--- src/rtl/sprite_draw_ctrl.sv ---
// Draw sequencer: walks a full-screen or 40x40 sprite region one pixel per clock.
// Latency: drawAck 1 cycle after accept; plot trails its ROM address by 1 cycle.
// Backpressure: none; drawReq is only sampled in IDLE and is ignored while busy.
//
// Ports:
//   clk, reset            clock; synchronous active-high reset
//   drawReq/Full/Clear    command request, full-screen select, black fill
//   drawMem/Slot/Row      image select, sprite x-slot code, sprite y-row code
//   pixColor              colour-mux output for the current address
//   drawAck, busy, done   accept pulse, in-progress flag, completion pulse
//   addr, memorySel       linear ROM address, latched image select
//   black                 latched clear flag
//   x, y, plot            plot coordinates and write strobe
//
// Optional feature macro: DRAW_TRANSPARENT_EN (sprite pixels with colour 000
// are not plotted).
module sprite_draw_ctrl (
  input  logic        clk,
  input  logic        reset,
  input  logic        drawReq,
  input  logic        drawFull,
  input  logic        drawClear,
  input  logic [4:0]  drawMem,
  input  logic [3:0]  drawSlot,
  input  logic [1:0]  drawRow,
  input  logic [2:0]  pixColor,
  output logic        drawAck,
  output logic        busy,
  output logic        done,
  output logic [14:0] addr,
  output logic [4:0]  memorySel,
  output logic        black,
  output logic [7:0]  x,
  output logic [6:0]  y,
  output logic        plot
);

  typedef enum logic [2:0] {S_IDLE, S_LOAD, S_SCAN, S_FLUSH, S_DONE} state_t;

  state_t      state_q, state_d;
  logic        full_q;
  logic [3:0]  slot_q;
  logic [1:0]  row_sel_q;
  logic [4:0]  mem_q;
  logic        black_q;
  logic [7:0]  xbase_q;
  logic [6:0]  ybase_q;
  logic [7:0]  w_q;
  logic [6:0]  h_q;
  logic [7:0]  col_q;
  logic [6:0]  row_q;
  logic [14:0] addr_q;
  logic [7:0]  x_q;
  logic [6:0]  y_q;
  logic        plot_q;

  logic        col_last;
  logic        row_last;
  logic [8:0]  x_sum;
  logic [7:0]  y_sum;
  logic        skip_pix;
  logic [7:0]  slot_xbase;
  logic [6:0]  row_ybase;

  assign col_last = (col_q == w_q - 8'd1);
  assign row_last = (row_q == h_q - 7'd1);

  // Widened sums so an out-of-range coordinate is visible to the clip compare.
  assign x_sum = {1'b0, xbase_q} + {1'b0, col_q};
  assign y_sum = {1'b0, ybase_q} + {1'b0, row_q};

`ifdef DRAW_TRANSPARENT_EN
  // Transparency applies to coloured sprites only; full-screen and clear draws plot everything.
  assign skip_pix = !full_q && !black_q && (pixColor == 3'b000);
`else
  logic unused_pix_color;
  assign unused_pix_color = ^pixColor;
  assign skip_pix = 1'b0;
`endif

  // Battle-slot x positions; unused codes park the sprite at the left edge.
  always_comb begin
    slot_xbase = 8'd0;
    case (slot_q)
      4'd1:    slot_xbase = 8'd36;
      4'd2:    slot_xbase = 8'd30;
      4'd3:    slot_xbase = 8'd24;
      4'd4:    slot_xbase = 8'd18;
      4'd5:    slot_xbase = 8'd12;
      4'd6:    slot_xbase = 8'd6;
      4'd8:    slot_xbase = 8'd90;
      4'd9:    slot_xbase = 8'd96;
      4'd10:   slot_xbase = 8'd102;
      4'd11:   slot_xbase = 8'd108;
      4'd12:   slot_xbase = 8'd114;
      4'd13:   slot_xbase = 8'd120;
      default: slot_xbase = 8'd0;
    endcase
  end

  assign row_ybase = (row_sel_q == 2'd1) ? 7'd30 : 7'd0;

  always_comb begin
    state_d = state_q;
    drawAck = 1'b0;
    done    = 1'b0;
    busy    = 1'b1;
    unique case (state_q)
      S_IDLE: begin
        busy = 1'b0;
        if (drawReq) state_d = S_LOAD;
      end
      S_LOAD: begin
        drawAck = 1'b1;
        state_d = S_SCAN;
      end
      S_SCAN: begin
        if (col_last && row_last) state_d = S_FLUSH;
      end
      S_FLUSH: state_d = S_DONE;
      S_DONE: begin
        done    = 1'b1;
        state_d = S_IDLE;
      end
      default: state_d = S_IDLE;
    endcase
  end

  always_ff @(posedge clk) begin
    if (reset) begin
      state_q   <= S_IDLE;
      full_q    <= 1'b0;
      slot_q    <= 4'd0;
      row_sel_q <= 2'd0;
      mem_q     <= 5'd0;
      black_q   <= 1'b0;
      xbase_q   <= 8'd0;
      ybase_q   <= 7'd0;
      w_q       <= 8'd0;
      h_q       <= 7'd0;
      col_q     <= 8'd0;
      row_q     <= 7'd0;
      addr_q    <= 15'd0;
      x_q       <= 8'd0;
      y_q       <= 7'd0;
      plot_q    <= 1'b0;
    end else begin
      state_q <= state_d;
      plot_q  <= 1'b0;
      if (state_q == S_IDLE && drawReq) begin
        full_q    <= drawFull;
        black_q   <= drawClear;
        mem_q     <= drawMem;
        slot_q    <= drawSlot;
        row_sel_q <= drawRow;
      end
      if (state_q == S_LOAD) begin
        if (full_q) begin
          xbase_q <= 8'd0;
          ybase_q <= 7'd0;
          w_q     <= 8'd160;
          h_q     <= 7'd120;
        end else begin
          xbase_q <= slot_xbase;
          ybase_q <= row_ybase;
          w_q     <= 8'd40;
          h_q     <= 7'd40;
        end
        col_q  <= 8'd0;
        row_q  <= 7'd0;
        addr_q <= 15'd0;
      end
      if (state_q == S_SCAN) begin
        x_q    <= x_sum[7:0];
        y_q    <= y_sum[6:0];
        plot_q <= (x_sum < 9'd160) && (y_sum < 8'd120) && !skip_pix;
        if (col_last) begin
          col_q <= 8'd0;
          if (!row_last) row_q <= row_q + 7'd1;
        end else begin
          col_q <= col_q + 8'd1;
        end
        // Raster order makes row*W+col a plain running count (max 19199).
        if (!(col_last && row_last)) addr_q <= addr_q + 15'd1;
      end
    end
  end

  assign addr      = addr_q;
  assign memorySel = mem_q;
  assign black     = black_q;
  assign x         = x_q;
  assign y         = y_q;
  assign plot      = plot_q;

endmodule

--- config.mk ---
export PLATFORM = sky130hd
export DESIGN_NAME = sprite_draw_ctrl
export DESIGN_NICKNAME = d
export VERILOG_FILES = /design/src/rtl/sprite_draw_ctrl.sv
export SDC_FILE = /design/constraint.sdc
export NUM_CORES = 1
export LEC_CHECK = 0
export BUFFER_PORTS_ARGS = -buffer_cell sky130_fd_sc_hd__buf_2
export CAP_MARGIN = 15
export CORE_ASPECT_RATIO = 0.75
export CORE_MARGIN = 5
export CORE_UTILIZATION = 52
export DETAILED_ROUTE_END_ITERATION = 12
export GPL_TIMING_DRIVEN = 0
export PLACE_DENSITY = 0.77
export SLEW_MARGIN = 40
export SYNTH_ARGS = -nofsm -noshare
export SYNTH_HDL_FRONTEND = slang
export SYNTH_SLANG_ARGS = --single-unit
export TNS_END_PERCENT = 10
--- constraint.sdc ---
create_clock -name clk -period 2.25 [get_ports clk]
set_clock_uncertainty 0.15 [all_clocks]
set_input_delay 0.1125 -clock clk [delete_from_list [all_inputs] [get_ports clk]]
set_output_delay 0.1125 -clock clk [all_outputs]
set_load 0.03 [all_outputs]
# After elaboration in Yosys (flattened, before gate mapping)
# Memory sizes are Yosys's and may differ from the RTL's. A register that Yosys moved wholly into a read port is not among the register bits.
# Cells that the tools add are included.
[word_totals]
inputBits = 19
regBits = 92
rom_bits = 96
n_memories = 1
[mem_list]
columns = ["name", "words", "width", "rd", "rd_ports_with_merged_regs", "wr", "line_no", "text"]
rows = [
  ["(name not given)", 16, 6, 1, 1, 0, "84", "case (slot_q)"],
]
[classes]
addsub = 7
magnitude_cmp = 2
n_eq_ne = 9
muxes = 23
reduce_logical = 7
bitwise = 1
[op_table]
columns = ["cell", "n"]
rows = [
  ["15-bit 2-to-1 mux", 3],
  ["8-bit 2-to-1 mux", 5],
  ["7-bit 2-to-1 mux", 5],
  ["15-bit by 1-bit adder with 15-bit output, second input constant", 1],
  ["3-bit case mux with 4 select lines", 1],
  ["5-bit 2-to-1 mux", 2],
  ["8-bit by 8-bit adder with 9-bit output", 1],
  ["9-bit by 8-bit less-than comparator with 1-bit output, second input constant", 1],
  ["7-bit by 7-bit adder with 8-bit output", 1],
  ["8-bit by 1-bit adder with 8-bit output, second input constant", 1],
  ["8-bit equality test", 1],
  ["8-bit by 7-bit less-than comparator with 1-bit output, second input constant", 1],
  ["4-bit 2-to-1 mux", 2],
  ["8-bit by 1-bit subtractor with 8-bit output, second input constant", 1],
  ["7-bit by 1-bit adder with 7-bit output, second input constant", 1],
  ["7-bit equality test", 1],
  ["7-bit by 1-bit subtractor with 7-bit output, second input constant", 1],
  ["3-bit by 2-bit equality test with 1-bit output, second input constant", 2],
  ["3-bit 2-to-1 mux", 2],
  ["2-bit != test, second input constant", 2],
  ["3-bit by 1-bit equality test with 1-bit output, second input constant", 1],
  ["3-bit equality test, second input constant", 1],
  ["1-bit logical AND", 3],
  ["3-bit logical NOT", 1],
  ["6 further kinds", 8],
]

# Depth between registers and ports, before layout
[depth]
word_depth = 5
depth_mapped = 9
mapped_depth_nobuf = 8

# Worst setup path before layout
# OpenSTA, ideal clock, no wires.
[synth_timing]
kind = "register -> register"
start = "reg w_q[5]"
end = "reg row_q[5]"
setup_time_ns = 0.071
period_less_slack_ns = 2.263
path_slack_ns = -0.013
arrival_time_ns = 2.042
stages_incl_launch_ff = 8
path_buffers = 0
path_cell_list = "dfxtp_1 inv_1 ha_1 or2_2 mux2i_1 o2111ai_4 or4_1 a21oi_1"
[synth_via]
elab_chain_cells = 4
[synth_rtl]
columns = ["item", "line_no", "text"]
rows = [
  ["start, declared", "48", "logic [7:0] w_q;"],
  ["start signal, assigned", "139", "w_q <= 8'd0;"],
  ["start signal, assigned", "161", "w_q <= 8'd160;"],
  ["start signal, assigned", "166", "w_q <= 8'd40;"],
  ["8-bit by 1-bit subtractor with 8-bit output", "65", "assign col_last = (col_q == w_q - 8'd1);"],
  ["8-bit equality test", "65", ""],
  ["7-bit 2-to-1 mux", "177", "if (col_last) begin"],
  ["7-bit 2-to-1 mux", "173", "if (state_q == S_SCAN) begin"],
  ["end signal, assigned", "179", "if (!row_last) row_q <= row_q + 7'd1;"],
  ["end, declared", "51", "logic [6:0] row_q;"],
]
# No other way between the ends.
# A chain may end at the register's enable or synchronous reset.

# Worst setup path in the final report
[layout_timing]
start = "reg col_q[1]"
end = "reg plot_q, in the netlist plot"
[layout_via]
elab_chain_cells = 3
[layout_rtl]
columns = ["item", "line_no", "text"]
rows = [
  ["start, declared", "50", "logic [7:0] col_q;"],
  ["start signal, assigned", "181", "col_q <= col_q + 8'd1;"],
  ["8-bit by 8-bit adder with 9-bit output", "69", "assign x_sum = {1'b0, xbase_q} + {1'b0, col_q};"],
  ["9-bit by 8-bit less-than comparator with 1-bit output", "176", "plot_q <= (x_sum < 9'd160) && (y_sum < 8'd120) && !skip_pix;"],
  ["1-bit logical AND", "176", ""],
  ["end signal, assigned", "176", ""],
  ["end, declared", "55", "logic plot_q;"],
]
# No other way between the ends.

==> flow_summary.yaml <==
status:
  status: "finished with violations"
  violations: "negative setup slack"
clock_tree:
  cts_buffers: 9
  cts_max_level: 3
  cts.clk_slew.worst_paths_ns: 0.08
  clock_latency_ns: 0.36
  cts_num_sinks: 78
  clk_root_buffer_cell: "clkbuf_8"
  cts.path.max_buffers: 2
  cts_tree: "done"
power_and_ir_drop:
  ir_drop_uv: 670.1
  p_leak_nw: 2.102
  clkPwrFrac: 0.232
  pwr-share-seq: 0.403
  power_density_nw_per_um2: 769.5
  switching_power_mw: 1.570
  switching_share: 0.3929
  p_int_mw: 2.426
  pwr-share-comb: 0.365
  finalPower_mw: 3.997
floorplanning:
  core_um2: 7883
  initial_core_util: 0.5346
  die_h_um: 87.96
  boundaryPins: 59
  die_area_um2: 10020
  rows: 28
  die_x_um: 114.0
synth:
  syn_avg_cell_area_um2: 8.496
  synth_cell_types: 67
  synth_top_area_cell: "dfxtp_1"
  synth-async-reset-ratio: 0
  synth_cells: 496
  ys_seq_area_frac: 0.3705
  synth_ff_type: "dfxtp_1"
  ys_ff_latch: 78
  syn_area_um2: 4214
  syn-num-nets: 537
  synth-edff-count: 0
  ys_warn_count: 0
  yosysTopAreaCellShare: 0.3705
  synth_area_leaders: "dfxtp_1 37%, nand2_1 6.7%, ha_1 5.9%"
global_route:
  grt_max_degree: 14
  overflow: 0
  grt_pass1_vias: 3978
  antenna_found_initial: 0
  track_usage: 0.2410
  grt_pass1_wl_um: 19220
placed_design:
  numPortBuffers: 55
  place_ws_ns: -0.4217
  hpwl_um: 8312
  place_congestion: 0.8932
  placed_cell_area_um2: 4624
worst_hold_path:
  hp-class: "primary input to flip-flop"
sta:
  fin_crit_sh: 1.016
  hold_viol: 0
  setup_ws_ns: -0.03624
  fmax_mhz: 437.4
  tns_ns: -0.08836
  worst_pin_slew_ns: 0.6945
  min_period_ns: 2.286
  slew_viol_final: 0
  slew_headroom: 0.5370
  rsz0062_at_grt: "true"
  final-setup-viol-count: 4
worst_setup_path:
  critPathCaptureType: "flip-flop"
  critPathMaxStageDelay_ns: 0.40
  crit_fanout: 5
  worstSetupPathType: "flip-flop to flip-flop"
  cp-start-kind: "flip-flop"
  worstPathRequired_ns: 2.35
  worst_ep_arrival_time_ns: 2.39
  cp_cell_sequence: "ha_1, fa_2, a21oi_2, o21ba_2, a221o_1, a211o_1, and4_1"
  slowest_stage: "dfxtp_1"
finish:
  final_nets: 625
  design_area_um2: 5194
  antennaDiodeCount: 0
  syn_to_final_growth_pct: 23.25
  drive_above_1_share: 0.2449
job:
  maxCapViolCount: 0
drt:
  wl_per_cell_um: 17.51
  drtIter0Drc: 423
  routed_via_density: 6.102
  ant_nets: 0
  routed_wl_um: 12130
  vias: 4229
  drc: 0
  drt-pass1-iter-count: 5
cells by family after synthesis:
| kind of cell | after synthesis | share of synthesized area |
|---|---|---|
| and+or+nand+nor | 197 | 0.2405 |
| AOI/OAI and AO/OA | 121 | 0.2040 |
| DFF | 78 | 0.3705 |
| buffers and inverters | 44 | 0.04305 |
| xor gates and xnor gates | 27 | 0.05612 |
| adders and majority gates | 22 | 0.06888 |
| muxes | 7 | 0.01692 |
critical path, delay by kind of cell, from the launching register on:
kind,cells,cell delay [ns]
AOI/OAI and AO/OA,4,0.92
adders and majority gates,2,0.52
DFF,1,0.40
and+or+nand+nor,1,0.19
state kept, by name, indices dropped and copies added (netlist names), 3 cells and up:
name        count
memorySel       5
col_q           8
addr           15
state_q         3
slot_xbase      6
x               8
y               7
row_q           7
slot_q          4
xbase_q         6
per-layer routing:
metal | GRT usage | wire, µm
met5 | 0 | 0
met3 | 0.05939 | 1014
met1 | 0.3043 | 5172
met4 | 0.1036 | 289
met2 | 0.3959 | 5657
power by group through the flow:
stage                     combinational [mW]  clock [mW]  sequential (mW)
after global routing                    1.57       0.990             1.63
after detailed placement                1.22           0             1.63
after floorplan                        0.809           0             1.69
final                                   1.46       0.928             1.61
after CTS                               1.39       0.940             1.61
after global placement                  1.18           0             1.62
cell usage in the layout, fill, tap and decap left out, types with 11 or more instances in the layout:
master / count
nor2_1: 23
buf_4: 11
ha_1: 18
nand3_1: 23
dfxtp_1: 71
xnor2_1: 13
inv_1: 11
nand2_1: 72
dlygate4sd3_1: 12
buf_2: 65
clkbuf_1: 12
xor2_1: 12
a21oi_1: 48
what timing repair did:
item                       in CTS  in global routing
gates cloned                    1                  0
hold buffers                   12                  0
gates resized for setup        39                 16
setup endpoints to repair      47                 38
pin swaps                      11                  4
hold endpoints to repair       12                  0
buffers inserted                8                  3
synth_stat cells, types with 3 or more instances:
master     number
a211o_1         3
a211oi_1        8
a21o_1          3
a21oi_1        49
a221o_1         4
a31oi_1         4
and3_1          9
and4_1          3
buf_1           5
buf_2           7
clkbuf_1       17
dfxtp_1        78
ha_1           20
inv_1          14
mux2i_1         6
nand2_1        75
nand2b_1        6
nand3_1        24
nand3b_1        9
nand4_1         9
nor2_1         24
nor3_1         10
nor3b_1         3
nor4_1          6
o211ai_1        5
o21ai_0        10
o22ai_1         3
o2bb2ai_1       3
o41ai_1         3
or3_1           4
xnor2_1        15
xor2_1         12
area by class of cell:
cell class	instances	area, µm²
Fill cell	689	2689
Multi-Input combinational cell	374	2651
Sequential cell	78	1578
Timing Repair Buffer	79	483.0
Buffer	28	133.9
Tap cell	105	131.4
Clock buffer	10	127.6
Inverter	14	52.55
Clock inverter	5	36.28
final timing paths:
path | slack, ns | start | cells after the start | end
worst max register to register | -0.04 | col_q[1] | 7 | plot
worst min-delay path | 0.01 | drawSlot[2] | 3 | slot_q[2]
worst min register to register | 0.30 | x[2] | 2 | x[2]
worst max-delay path | -0.04 | col_q[1] | 7 | plot
metrics by stage:
step,hold slack [ns],util,cells
6_report,0.01148,0.6589,693
5_1_grt,0.004476,0.6589,693
4_1_cts,0.01377,0.6502,691
3_5_place_dp,0.2080,0.5867,656
3_3_place_gp,0.2045,0.5867,656
2_1_floorplan,0.09846,-,496
(Power assumes the default switching activity.)
